`src/rtl/spike_scanner_if.sv`:
```
// Purpose : bundles the spike_scanner phase/frame/shift inputs and pair/status outputs.
// Ports   : master = controller/sequencer side, slave = spike_scanner side.
// Latency : none (wires only); no backpressure of its own.
interface spike_scanner_if #(
  parameter int N_NUM = 32,
  parameter int N_SZ  = 5
);
  logic [2:0]       state;
  logic [N_NUM-1:0] spike_in;
  logic             spike_load;
  logic             shift_en;
  logic [N_SZ-1:0]  rf_addr;
  logic [1:0]       spike;
  logic             scan_done;
  logic [N_SZ:0]    spike_cnt;

  modport master (
    output state, spike_in, spike_load, shift_en,
    input  rf_addr, spike, scan_done, spike_cnt
  );

  modport slave (
    input  state, spike_in, spike_load, shift_en,
    output rf_addr, spike, scan_done, spike_cnt
  );
endinterface

```
`src/rtl/spike_scanner.sv`:
```
// Purpose : holds one spike frame and presents it an even/odd neuron pair per cycle during SYN_ACCU.
// Ports   : i_clk, i_rst (sync, active-low), bus (slave): state/spike_in/spike_load/shift_en in,
//           rf_addr/spike/scan_done/spike_cnt out. Latency: SCAN entered one edge after SYN_ACCU.
// Backpr. : advances one pair per edge with shift_en high; shift_en never reaches an output.
module spike_scanner #(
  parameter int N_NUM = 32,
  parameter int N_SZ  = 5
) (
  input  logic          i_clk,
  input  logic          i_rst,
  spike_scanner_if.slave bus
);
  localparam logic [2:0]      SYN_ACCU = 3'b010;
  localparam logic [N_SZ-1:0] LAST_PAIR = N_SZ'(N_NUM - 2);

  typedef enum logic [1:0] {
    S_IDLE = 2'b00,
    S_SCAN = 2'b01,
    S_FIN  = 2'b10
  } fsm_t;

  fsm_t             r_fsm;
  fsm_t             w_fsm_nxt;
  logic [N_NUM-1:0] r_buf;
  logic [N_SZ-1:0]  r_rf_addr;
  logic [N_SZ:0]    r_spike_cnt;

  logic             w_in_syn;
  logic             w_load;
  logic             w_shift;
  logic [1:0]       w_spike;
  logic [N_SZ:0]    w_pop;
  logic [N_SZ:0]    w_cnt_dec;

  assign w_in_syn = (bus.state == SYN_ACCU);
  // A new frame may only replace the buffer while no scan is consuming it.
  assign w_load   = bus.spike_load && (r_fsm != S_SCAN);
  // Abort (leaving SYN_ACCU) wins over a simultaneous shift.
  assign w_shift  = (r_fsm == S_SCAN) && w_in_syn && bus.shift_en;

  assign w_spike   = (r_fsm == S_SCAN) ? r_buf[r_rf_addr +: 2] : 2'b00;
  assign w_pop     = (N_SZ+1)'(w_spike[0]) + (N_SZ+1)'(w_spike[1]);
  assign w_cnt_dec = (r_spike_cnt > w_pop) ? (r_spike_cnt - w_pop) : '0;

  always_comb begin
    w_fsm_nxt = r_fsm;
    case (r_fsm)
      S_IDLE: if (w_in_syn) w_fsm_nxt = S_SCAN;
      S_SCAN: begin
        if (!w_in_syn) begin
          w_fsm_nxt = S_IDLE;
        end else if (bus.shift_en && (r_rf_addr == LAST_PAIR)) begin
          w_fsm_nxt = S_FIN;
        end
      end
      S_FIN:  if (!w_in_syn) w_fsm_nxt = S_IDLE;
      default: w_fsm_nxt = S_IDLE;
    endcase
  end

  always_ff @(posedge i_clk) begin
    if (!i_rst) begin
      r_fsm <= S_IDLE;
    end else begin
      r_fsm <= w_fsm_nxt;
    end
  end

  always_ff @(posedge i_clk) begin
    if (!i_rst) begin
      r_buf       <= '0;
      r_rf_addr   <= '0;
      r_spike_cnt <= '0;
    end else begin
      if (w_load) begin
        r_buf       <= bus.spike_in;
        r_spike_cnt <= (N_SZ+1)'($countones(bus.spike_in));
      end
      if ((r_fsm == S_SCAN) && !w_in_syn) begin
        r_rf_addr <= '0;
      end else if (w_shift) begin
        r_spike_cnt <= w_cnt_dec;
        r_rf_addr   <= (r_rf_addr == LAST_PAIR) ? '0 : r_rf_addr + N_SZ'(2);
      end
    end
  end

  assign bus.rf_addr   = r_rf_addr;
  assign bus.spike     = w_spike;
  assign bus.scan_done = (r_fsm == S_FIN);
  assign bus.spike_cnt = r_spike_cnt;
endmodule

```
`src/flat_wrapper.sv`:
```
// flat-port wrapper written by rule: the top's interface ports become plain ports
module spike_scanner_flat 
#(
  parameter int N_NUM = 32,
  parameter int N_SZ  = 5
)
  (i_clk, i_rst, bus_state, bus_spike_in, bus_spike_load, bus_shift_en, bus_rf_addr, bus_spike, bus_scan_done, bus_spike_cnt);
  spike_scanner_if #(.N_NUM(N_NUM), .N_SZ(N_SZ)) bus_i ();
  input  logic i_clk;
  input  logic i_rst;
  input wire logic [$bits(bus_i.state)-1:0] bus_state;
  input wire logic [$bits(bus_i.spike_in)-1:0] bus_spike_in;
  input wire logic [$bits(bus_i.spike_load)-1:0] bus_spike_load;
  input wire logic [$bits(bus_i.shift_en)-1:0] bus_shift_en;
  output wire logic [$bits(bus_i.rf_addr)-1:0] bus_rf_addr;
  output wire logic [$bits(bus_i.spike)-1:0] bus_spike;
  output wire logic [$bits(bus_i.scan_done)-1:0] bus_scan_done;
  output wire logic [$bits(bus_i.spike_cnt)-1:0] bus_spike_cnt;
  assign bus_i.state = bus_state;
  assign bus_i.spike_in = bus_spike_in;
  assign bus_i.spike_load = bus_spike_load;
  assign bus_i.shift_en = bus_shift_en;
  assign bus_rf_addr = bus_i.rf_addr;
  assign bus_spike = bus_i.spike;
  assign bus_scan_done = bus_i.scan_done;
  assign bus_spike_cnt = bus_i.spike_cnt;
  spike_scanner #(.N_NUM(N_NUM), .N_SZ(N_SZ)) u_core (.i_clk(i_clk), .i_rst(i_rst), .bus(bus_i));
endmodule
```
`config.mk`:
```
export PLATFORM = sky130hd
export DESIGN_NAME = spike_scanner_flat
export DESIGN_NICKNAME = d
export VERILOG_FILES = /design/src/rtl/spike_scanner_if.sv /design/src/rtl/spike_scanner.sv /design/src/flat_wrapper.sv
export SDC_FILE = /design/constraint.sdc
export NUM_CORES = 1
export LEC_CHECK = 0
export CORE_MARGIN = 8
export CORE_UTILIZATION = 30
export CTS_CLUSTER_DIAMETER = 120
export CTS_CLUSTER_SIZE = 25
export DETAILED_ROUTE_END_ITERATION = 8
export PLACE_DENSITY_LB_ADDON = 0.15
export SLEW_MARGIN = 20
export SYNTH_ARGS = -nofsm -noshare
export SYNTH_HDL_FRONTEND = slang
export SYNTH_SLANG_ARGS = --single-unit
```
`constraint.sdc`:
```
create_clock -name i_clk -period 5.1 [get_ports i_clk]
set_input_delay 0.765 -clock i_clk [delete_from_list [all_inputs] [get_ports i_clk]]
set_output_delay 0.765 -clock i_clk [all_outputs]
set_load 0.02 [all_outputs]
```
==> results.txt, run 1 <==
- CTS saw 44 sinks.
* P_sw: 0.724 mW
- Starting density of the core: between 30% and 40%
- Among all flip-flop cells after synthesis, the most frequent one is dfxtp_1.
* Async set or reset register ratio after synthesis: 0%
- Summing all flip-flop and latch instances after layout gives 881 µm².
- Leaving out filler cells and counting taps, the final layout contains 590.
- Post-route ant nets: 0
* H-Tree Depth: 2
- Placed Cells: between 500 and 600
* Number of enable-type register cells in the synthesized netlist: 0
- The die covers 14,400 µm².
- The die is around 120 µm wide.
- Cell internal power was estimated by the tool at 1.07 mW.
- Post-layout minimum cycle time: 4930 ps
- After floorplanning, the core was divided into 38 placement rows.
* Fraction of synthesized area in multiplexers: roughly 4.6%
* Final cycle utilization of the critical path: between 90% and 100%
- Prior to clock tree synthesis, the placed netlist has a worst setup slack of -443 ps.
- Proportion of power drawn by combinational gates: between 60% and 70%
- Nets in the synthesized netlist: 482
- Sequential elements use 27.1% of the synthesized area.
- CP Launch Type: primary input
* #FFs+latches synth: 44
- Die H: between 100 and 150 µm
- Nets: between 500 and 600
- Routability-driven placement finished with a final weighted congestion of 0.786.
- In this run the count of I/O pins placed on the die edge is 53.
- After Yosys synthesis, XOR and XNOR cells account for under 10% of the synthesized area.
- Dividing the detail-routed wire length by the instance count gives 14.3 µm.
* Fill cell total of the finished layout: roughly 1.1k
- Via-to-Cell Ratio: approximately 4.7
- Counting instances, the worst hold path has a depth of 2.
- Share of layout cells above drive strength 1: between 10 and 15%
* Share of total power consumed by net switching: 40.4%
- The run finished with clean final reports.
- Adder-cell share of the synthesized area: 27.4%
- Dominant cells by area after synthesis: dfxtp_1 27%, fa_1 17%, ha_1 11%, nand2_1 8.4%, inv_1 6.8%
- Reg power frac: about 23%
* Unique masters post-synth: 44
- Setup slack closes at about 170 ps.
* Setup clock skew after layout: 4.65 ps
- Dominant combinational cell family by area after synthesis: adder cells
- TritonCTS built the clock tree.
* Total global routing overflow: 0
- Hold is met by 458 ps.
- The number of global-route vias before repair was between 2k and 3k.
- The tree is rooted in a clkbuf_8.
- At the pin with the least slew margin, the transition time is approximately 740 ps.
- Summed over all failing endpoints, the final setup total negative slack is 0 ps.
- A synthesized cell averages around 8.4 µm².
- Pleak: roughly 1.9 nW
- The area growth from synthesis to layout is 30.7%.
- Maximum clock rate: 0.203 GHz
- The repair_antennas step left the layout with diodes totalling 0.
- Counting cells, the worst reg-to-reg path comes to 11.
- Area fraction in compound gates after synthesis: between 10 and 15%
- Tot GR Track Use: 12.2%
- Tot Pwr: roughly 1.8 mW
- Once layout is done, the placed cells without fillers occupy ~4200 µm².
- Peak ir drop on the vdd network: 320 µV
- The count of endpoints failing hold in the final timing report is 0.
* Cell taking the most area after synthesis: dfxtp_1
- Largest driver fanout on the critical path: 2
* Floorplan core area: roughly 11,000 µm²
- Cells after synthesis: about 390
- The min-delay analysis places its worst path in the category flop to flop.
- Post-synthesis share of cell area spent on and, or, nand and nor gates: between 10% and 20%
* Total CTS buffers: 5
* Data arrival, critical path: between 5000 and 6000 ps
- Register clock-pin slew on the reported worst setup and hold paths: about 80 ps
- Pin count of the biggest net entering global routing: 37
- Summing all placed instances gives a cell area of 4030 µm².
- Headroom to the max-slew limit came out at 50.9%.
* Max Cap Viol: 0
* Later-pin clock latency in the skew report: 300 ps
- In the routed design, unresolved DRC markers number 0.
* Total power per unit cell area: ~420 nW/µm²
- The mapped netlist covers 3250 µm².
- Number of detailed-routing iterations run before antenna repair: 4
* Buffer depth of the longest clock path: 2
- Total via count in the routed design: between 2k and 3k
- Multi-input logic area: between 2000 and 2500 µm²
- Category of the critical setup timing path: primary input to flop
- Setup violations remaining at the end of the flow were counted as 0.
- Count of final max-slew check failures: 0
- Setup repair after global routing left no endpoint under its margin.
- The first global-routing pass estimated around 14 mm of wire.
- During placement, the flow inserted port buffers numbering 51.
- The Yosys step of the flow raised 0 warnings.
* Required time worst endpoint: approximately 5300 ps
- The share of synthesized area in the top cell type comes to 27.1%.
- DPL Wire Length: 6.76 mm
* Critical Path Sink Type: flop
- Wire length reported by the detailed router: about 8.4 mm
- Setup Fix Bufs, Post-CTS: 0
- For this run, the share of the core covered by cells in the final layout is 39.7%.
- Number of violations reported at the end of detailed-routing iteration 0: 132
- Fraction of power consumed by the clock network: between 10% and 20%
- The initial antenna violation count is 0.
[timing repair]
| item | 4_1_cts | 5_1_grt |
|---|---|---|
| hold buffers | 0 | 0 |
| resized for setup | 5 | 38 |
| pin swaps | 2 | 19 |
| setup endpoints to repair | 2 | 4 |
[cell usage in the layout, fill, tap and decap left out, types with 4 or more instances in the layout]
cell	netlist	layout
inv_1	59	55
nand2_1	73	72
o21ai_0	7	7
ha_1	28	19
o21a_1	4	4
dfxtp_1	44	44
ha_2	0	6
mux2i_1	15	15
nand3_1	10	10
a211oi_1	4	4
fa_1	27	21
inv_2	0	5
a21oi_1	41	41
fa_2	0	6
nor2_1	7	6
clkbuf_8	0	6
dlymetal6s2s_1	0	22
nor2b_1	7	7
buf_4	1	21
clkdlybuf4s50_1	0	28
[final cells by class]
type                       count  area share [%]
multi-input combinational    266            50.7
sequential                    44            20.8
timing repair buffer          72            17.0
inverter                      60            5.31
tap                          140            4.13
clock buffer                   8            2.12
[Yosys cell counts, types with 4 or more instances]
cell type and count:
a211oi_1 4, a21oi_1 41, clkbuf_1 14, dfxtp_1 44, fa_1 27, ha_1 28
inv_1 59, mux2i_1 15, nand2_1 73, nand3_1 10, nor2_1 7, nor2b_1 7
o21a_1 4, o21ai_0 7
[sequential cells by signal (all words and copies together) (netlist names)]
signal                count
u_core.bus.rf_addr        4
u_core.bus.spike_cnt      6
u_core.r_buf             32
u_core.r_fsm              2
[power groups by stage]
stage | Combinational [mW] | Clock, mW | Sequential [mW]
2_1_floorplan | 0.747 | 0 | 0.427
3_3_place_gp | 1.09 | 0 | 0.415
3_5_place_dp | 1.10 | 0 | 0.415
4_1_cts | 1.12 | 0.240 | 0.407
5_1_grt | 1.30 | 0.254 | 0.412
6_report | 1.15 | 0.231 | 0.406
[critical path, stage by stage]
cell and delay (ps):
clkdlybuf4s50_1 480, ha_1 150, inv_1 50, fa_1 450, fa_1 490, inv_1 60
fa_1 450, fa_1 480, inv_1 50, fa_1 430, inv_1 70, ha_2 170
inv_1 60, fa_2 420, nor2b_1 120, o21a_1 130, nor3_1 50, a311oi_1 270
[worst paths after layout]
kind | slack, ps | to | startpoint
hold reg to reg | 460 | u_core.r_buf[18]$_SDFFE_PN0P_ | u_core.r_buf[18]$_SDFFE_PN0P_
setup / recovery | 170 | u_core.bus.spike_cnt[5]$_SDFF_PN0_ | bus_spike_in[9]
setup reg to reg | 1290 | u_core.bus.spike_cnt[5]$_SDFF_PN0_ | u_core.bus.rf_addr[2]$_SDFFE_PP0P_
hold / removal | 460 | u_core.r_buf[18]$_SDFFE_PN0P_ | u_core.r_buf[18]$_SDFFE_PN0P_
[cell families after synthesis]
group,after synthesis
simple gates,113
buf+inv,78
compound gates,76
fa+ha+maj,55
flops,44
mux,15
xor+xnor,6
other cells,1
[routing by layer]
metal / GRT usage, % / wire [µm] / share of wire (%) / up-vias
li1: - / - / - / 1392
met1: 15.1 / 3870 / 46 / 1313
met2: 21.2 / 4060 / 48 / 56
met3: 2.44 / 433 / 5.1 / 6
met4: 3.04 / 87 / 1.0 / 0
met5: 0 / 0 / 0 / -
Note: power is estimated with default switching activity, not from simulation.
==> run 2: changes to the inputs <==
--- a/config.mk
+++ b/config.mk
@@ -11,7 +11,7 @@
 export CTS_CLUSTER_SIZE = 25
 export DETAILED_ROUTE_END_ITERATION = 8
 export PLACE_DENSITY_LB_ADDON = 0.15
-export SLEW_MARGIN = 20
+export SLEW_MARGIN = 10
 export SYNTH_ARGS = -nofsm -noshare
 export SYNTH_HDL_FRONTEND = slang
 export SYNTH_SLANG_ARGS = --single-unit
==> run 2 against run 1 <==
- clock power about the same
- sequential share of layout area rose by 0.23 points
- utilization fell by 0.43 points
- global-route usage is 0.062 points higher
- largest power group unchanged
==> results.txt, run 2 (synthesis results as in run 1) <==
- The maximum clock frequency is 0.203 GHz (about the same).
- The maximum resistive drop on vdd was 311 µV (was 320 µV).
- # diodes: 0 (unchanged)
* Fraction of power consumed by the clock network: 13.0% (was 12.9%)
* Buffer depth of the longest clock path: 2 (unchanged)
- Total global routing overflow: 0 (unchanged)
- The total power draw was 1.76 mW (was 1.79 mW).
- Worst Tran Pin Value: 1040 ps (was 735 ps)
- The net count reported at finish is 543 (unchanged).
- The number of levels the H-tree was split into was 2 (unchanged).
* Number of top-level design ports: 53 (unchanged)
* Die ar.: 14,400 µm² (unchanged)
- Data arrival, critical path: 5110 ps (was 5140 ps)
- The share of the core filled with cells in the final layout is 39.2% (was 39.7%).
- Area growth, synth to finish: 29.2% (was 30.7%)
- Buffers added on ports: 51 (unchanged)
- The width of the die came to 120 µm (unchanged).
- Status: completed (unchanged)
- Start point of the worst min-delay path: u_core.r_buf[18]$_SDFFE_PN0P_ (unchanged)
- P_sw: 0.716 mW (was 0.724 mW)
- Share of total power consumed by net switching: 40.7% (was 40.4%)
- The clock-pin slew on the worst setup and hold paths was 80 ps (about the same).
* Drt drc: 0 (unchanged)
- Final cycle utilization of the critical path: 96.7% (about the same)
- The top register by number of flip-flops was u_core.r_buf (unchanged).
* Largest driver fanout on the critical path: 2 (unchanged)
- DPL Wire Length: 6.76 mm (unchanged)
* Dominant delay contributor by cell family on the critical path: adder cells (unchanged)
* Vias in the first global route: 2,930 (was 2,911)
- The capturing element type of the critical path is a flop (unchanged).
* Clock net sink count: 44 (unchanged)
- The relative contribution of combinational cells to total power came to 63.9% (was 64.4%).
- Commonest cells after routing, fill and taps aside: 72 x nand2_1, 54 x inv_1, 44 x dfxtp_1 (was 72 x nand2_1, 55 x inv_1, 44 x dfxtp_1)
* Number of violations reported at the end of detailed-routing iteration 0: 110 (was 132)
- The clock latency of the later-clocked register in the worst-skew pair was 290 ps (was 300 ps).
* Post-Place Setup Slack: -466 ps (was -443 ps)
- CTS Root Cell: clkbuf_8 (unchanged)
* CP Launch Type: primary input (unchanged)
- The setup slack of the critical path after layout is 169 ps (about the same).
* Final setup vio count: 0 (unchanged)
- The core area was 10,700 µm² (unchanged).
- The initial antenna violation count is 0 (unchanged).
* Internal cell power: 1.04 mW (was 1.07 mW)
- The worst hold margin was 458 ps (about the same).
- The number of buffer and inverter stages on the critical path was 6 (unchanged).
- The areal power density over the cells was 419 nW/µm² (was 422 nW/µm²).
* Most numerous cell on the critical path: fa_1
- Max Cap Viol: 0 (unchanged)
- Starting density of the core: 30.4% (unchanged)
- Count of final max-slew check failures: 0 (unchanged)
- Share of layout cells above drive strength 1: 11.3% (was 11.6%)
* Start point of the critical path: bus_spike_in[20] (was bus_spike_in[9])
* Most common cell after layout, fill and taps aside: nand2_1 (unchanged)
- The number of hold-repair buffers added at the cts stage was 0 (unchanged).
- The number of buffers inserted during clock tree synthesis is 5 (unchanged).
- The static leakage power is 1.87 nW (was 1.94 nW).
- The height of the chip is 120 µm (unchanged).
- Setup repair after global routing missed its margin: no (unchanged).
- Crit path cell chain: clkdlybuf4s50_1, ha_4, fa_1, inv_1, fa_1, inv_2, fa_1, fa_1, inv_2, fa_1, inv_1, ha_2, inv_1, fa_2, nor2b_1, o21a_1, nor3_1, a311oi_1 (was clkdlybuf4s50_1, ha_1, inv_1, fa_1, fa_1, inv_1, fa_1, fa_1, inv_1, fa_1, inv_1, ha_2, inv_1, fa_2, nor2b_1, o21a_1, nor3_1, a311oi_1).
* Reg power frac: 23.1% (was 22.7%)
* Placed cell areas: 4020 µm² (was 4030 µm²)
- Worst reg2reg path startpoint: u_core.bus.rf_addr[2]$_SDFFE_PP0P_ (unchanged)
* Slowest stage cell on the critical path: clkdlybuf4s50_1 (was fa_1)
- The number of vias per cell came to 4.68 (was 4.69).
* Summed area of non-filler cells in the final layout: 4200 µm² (was 4240 µm²)
* Tot GR Track Use: 12.3% (was 12.2%)
* Total via count in the routed design: 2,759 (was 2,767)
* Type of the tightest min-delay check: flop to flop (unchanged)
- The worst-case clock skew was 4.93 ps (was 4.65 ps).
- The required time at the endpoint of the critical path was 5280 ps (was 5310 ps).
- The first-pass GRT wire length came to 14.4 mm (was 14.3 mm).
* Number of core rows: 38 (unchanged)
- Wire length reported by the detailed router: 8.39 mm (was 8.45 mm)
- Worst rel slew slack: 30.1% (was 50.9%)
* Largest register FFs: 32 (unchanged)
- Pin count of the biggest net entering global routing: 37 (unchanged)
* Routed length per instance: 14.2 µm (was 14.3 µm)
- TritonCTS clock tree: yes (unchanged)
- Final hold violations: 0 (unchanged)
- The flop-to-flop setup slack came to 1270 ps (was 1290 ps).
* Category of the critical setup timing path: primary input to flop (unchanged)
* Crit-path max cell delay: 530 ps (was 490 ps)
* Weighted congestion reported at the end of routability-driven placement: 0.786 (unchanged)
- The count of TritonRoute iterations in the first routing pass came to 4 (unchanged).
* Post-layout minimum cycle time: 4930 ps (about the same)
- Post-route ant nets: 0 (unchanged)
[run 2: cell count changes in the layout (fill, tap and decap cells not counted)]
cell,before,now
clkdlybuf4s50_1,28,29
clkinv_1,0,1
dlygate4sd2_1,1,8
dlymetal6s2s_1,22,14
ha_2,6,7
ha_4,3,2
inv_1,55,54
xnor2_1,2,3
xnor2_2,1,0
[run 2: routing by layer]
layer  track usage (%)  wire length [µm]  vias up
met3              2.58               353        2
met4              3.04                55        0
met5                 0                 0        -
li1                  -                 -     1390
met1              15.2              3910     1322
met2              21.2              4070       45
[run 2: stage by stage]
step                      TNS, ps  instances
after floorplan                 0        388
after global placement      -1170        582
after detailed placement    -1370        582
after CTS                       0        590
after global routing            0        590
final                           0        590
[run 2: power by group through the flow]
stage	Sequential, mW	Combinational [mW]	Clock, mW
finish	0.406	1.12	0.228
global route	0.412	1.27	0.254
CTS	0.407	1.13	0.240
detailed placement	0.415	1.10	0
global placement	0.415	1.09	0
floorplan	0.427	0.747	0
[run 2: timing repair]
item,4_1_cts,5_1_grt
setup endpoints to repair,2,3
buffers inserted,0,0
pin swaps,11,17
resized for setup,17,25
[run 2: cell type report]
class,count,area [µm²]
Fill cell,1141,6500
Multi-Input combinational cell,266,2130
Sequential cell,44,881
Timing Repair Buffer,72,693
Inverter,60,225
Tap cell,140,175
Clock buffer,8,90.1
[run 2: final timing paths]
check,cells after the start,endpoint
worst max register to register,11,u_core.bus.spike_cnt[5]$_SDFF_PN0_
worst max-delay path,18,u_core.bus.spike_cnt[5]$_SDFF_PN0_
worst min-delay path,2,u_core.r_buf[18]$_SDFFE_PN0P_
worst min register to register,2,u_core.r_buf[18]$_SDFFE_PN0P_
[run 2: tightest hold or removal path: stages, from the launching register on]
cell	delay, ps
dfxtp_1	310
nand2_1	50
a21oi_1	50
==> run 3: changes to the inputs <==
--- a/config.mk
+++ b/config.mk
@@ -10,6 +10,7 @@
 export CTS_CLUSTER_DIAMETER = 120
 export CTS_CLUSTER_SIZE = 25
 export DETAILED_ROUTE_END_ITERATION = 8
+export DONT_BUFFER_PORTS = 1
 export PLACE_DENSITY_LB_ADDON = 0.15
 export SLEW_MARGIN = 10
 export SYNTH_ARGS = -nofsm -noshare
==> run 3 against run 2 <==
- combinational power is 18% lower
- via count is 9.1% lower
- first-iteration DRC count is 4.5% higher
- register-to-register slack worse by 210 ps
- cell area is 17% lower
- utilization is 6.7 points lower
- global-route usage is 0.56 points lower
- power is 10% lower
- hold slack hardly changed
- critical endpoint unchanged
- largest cell class unchanged
- highest routed layer unchanged
==> results.txt, run 3 (synthesis results as in run 1) <==
* Category of the critical setup timing path: primary input to flop (unchanged)
- The maximum clock frequency was 0.216 GHz (was 0.203 GHz).
* Number of violations reported at the end of detailed-routing iteration 0: 115 (was 110)
- Die ar.: 14,400 µm² (unchanged)
- Starting density of the core: 30.4% (unchanged)
* Floorplan core area: 10,700 µm² (unchanged)
- Max Cap Viol: 0 (unchanged)
* CP Launch Type: primary input (unchanged)
- The synthesis-to-layout area growth was 7.13% (was 29.2%).
* Placed cell areas: 3390 µm² (was 4020 µm²)
- The height of the chip came to 120 µm (unchanged).
- # resized after CTS: 0 (was 17)
- The HPWL reported at the end of detailed placement is 6.65 mm (was 6.76 mm).
- The via count of the routed design was 2,508 (was 2,759).
- Final cycle utilization of the critical path: 90.8% (was 96.7%)
- Clock net sink count: 44 (unchanged)
* Share of layout cells above drive strength 1: 3.40% (was 11.3%)
- Pleak: 1.48 nW (was 1.87 nW)
- The number of I/O pins was 53 (unchanged).
- Placed Cells: 514 (was 582)
* Post-Layout Cell Count: 522 (was 590)
* Via-to-Cell Ratio: 4.80 (was 4.68)
- Total global routing overflow: 0 (unchanged)
- Number of antenna violations at the first check in global routing: 0 (unchanged)
* Later-pin clock latency in the skew report: 290 ps (about the same)
- Biggest register: u_core.r_buf (unchanged)
- The count of antenna diodes in the layout is 0 (unchanged).
- Type of the tightest min-delay check: flop to flop (unchanged)
* First-pass GRT wire length: 13.5 mm (was 14.4 mm)
- The capturing element type of the critical path is a flop (unchanged).
- Most common cell after layout, fill and taps aside: nand2_1 (unchanged)
- The max-slew headroom at the worst pin is 29.4% (was 30.1%).
- The CTS tree was yes (unchanged).
- Number of detailed-routing iterations run before antenna repair: 4 (unchanged)
- Register clock-pin slew on the reported worst setup and hold paths: 80 ps (about the same)
- The number of DRC violations after detailed routing is 0 (unchanged).
- Setup clock skew after layout: 2.72 ps (was 4.93 ps)
- The net count reported at finish came to 475 (was 543).
* Buffers added on ports: 0 (was 51)
* Final setup vio count: 0 (unchanged)
* Summed area of non-filler cells in the final layout: 3480 µm² (was 4200 µm²)
- The required time at the endpoint of the critical path is 5290 ps (was 5280 ps).
* Total CTS buffers: 5 (unchanged)
- The startpoint of the worst hold path is u_core.r_buf[11]$_SDFFE_PN0P_ (was u_core.r_buf[18]$_SDFFE_PN0P_).
- The setup slack of the critical path after layout is 472 ps (was 169 ps).
- The flip-flop count of the largest register after layout was 32 (unchanged).
- The worst hold margin came to 458 ps (about the same).
- Status: completed (unchanged).
- Setup Fix Bufs, Post-CTS: 0 (unchanged)
- The areal power density over the cells is 453 nW/µm² (was 419 nW/µm²).
- Peak ir drop on the vdd network: 205 µV (was 311 µV)
- The global routing usage summed across all routing layers was 11.7% (was 12.3%).
- Pin count of the biggest net entering global routing: 37 (unchanged)
- The clock period minus worst slack came to 4630 ps (was 4930 ps).
- Routed length per instance: 15.8 µm (was 14.2 µm)
- Final core area utilization: 32.5% (was 39.2%)
- Die extent in x: 120 µm (unchanged)
* Worst Tran Pin Value: 1050 ps (was 1040 ps)
- Worst reg2reg path startpoint: u_core.bus.rf_addr[1]$_SDFFE_PP0P_ (was u_core.bus.rf_addr[2]$_SDFFE_PP0P_)
* H-Tree Depth: 2 (unchanged)
* Vias in the first global route: 2,502 (was 2,930)
- The data arrival time of the worst path was 4810 ps (was 5110 ps).
- Number of core rows: 38 (unchanged)
- Tot Pwr: 1.58 mW (was 1.76 mW)
* Post-Place Setup Slack: 145 ps (was -466 ps)
- The count of endpoints failing hold in the final timing report is 0 (unchanged).
- CTS Root Cell: clkbuf_8 (unchanged)
- Setup repair after global routing missed its margin: no (unchanged).
- Wire length reported by the detailed router: 8.22 mm (was 8.39 mm)
- The startpoint of the worst setup timing path was bus_spike_in[16] (was bus_spike_in[20]).
- The clock tree buffer depth was 2 (unchanged).
- Commonest cells after routing, fill and taps aside: 73 x nand2_1, 59 x inv_1, 44 x dfxtp_1 (was 72 x nand2_1, 54 x inv_1, 44 x dfxtp_1).
- Post-CTS Hold Buffers: 0 (unchanged)
* Post-route ant nets: 0 (unchanged)
- Largest driver fanout on the critical path: 2 (unchanged)
- The weighted congestion reported at the end of routability-driven placement was 0.758 (was 0.786).
- The final-report max-slew violation count is 0 (unchanged).
- Setup TNS after final layout: 0 ps (unchanged)
[run 3: changes by cell type in the layout (fill, tap and decap cells not counted), moves of 6 or more]
cell and change:
dlygate4sd2_1 -8, dlymetal6s2s_1 -14, ha_2 -7, clkdlybuf4s50_1 -29
ha_1 +9, fa_2 -6, buf_4 -17, fa_1 +6
[run 3: report_power, final]
group	switching (mW)	internal (mW)
sequential	0.0531	0.376
combinational	0.486	0.431
clock	0.118	0.111
total	0.657	0.918
[run 3: final timing paths]
kind	slack [ps]	depth (start not counted)	end
setup / recovery	470	17	u_core.bus.spike_cnt[5]$_SDFF_PN0_
hold / removal	460	2	u_core.r_buf[11]$_SDFFE_PN0P_
setup reg to reg	1060	11	u_core.bus.spike_cnt[5]$_SDFF_PN0_
hold reg to reg	460	2	u_core.r_buf[11]$_SDFFE_PN0P_
[run 3: layout make-up]
cell class | instances | area [µm²]
flip-flops and latches | 44 | 881
well taps | 140 | 175
fillers | 1187 | 7220
inverters | 60 | 225
clock buffers | 8 | 90.1
multi-input cells | 266 | 2080
repair buffers | 4 | 30.0
[run 3: critical path, cell delays in order]
cell and delay, ps:
ha_1 190, fa_1 530, inv_1 50, fa_1 510, inv_1 50, fa_1 470, fa_1 540, inv_1 50
fa_1 460, inv_1 70, ha_1 160, inv_1 50, fa_1 390, nor2b_1 120, o21a_1 110, nor3_1 50
a311oi_1 240
[run 3: layer usage]
metal	GRT usage, %	part of all wire [%]
met5	0	0
met4	3.28	0.83
met3	2.91	6.4
met2	18.8	46
met1	15.3	47
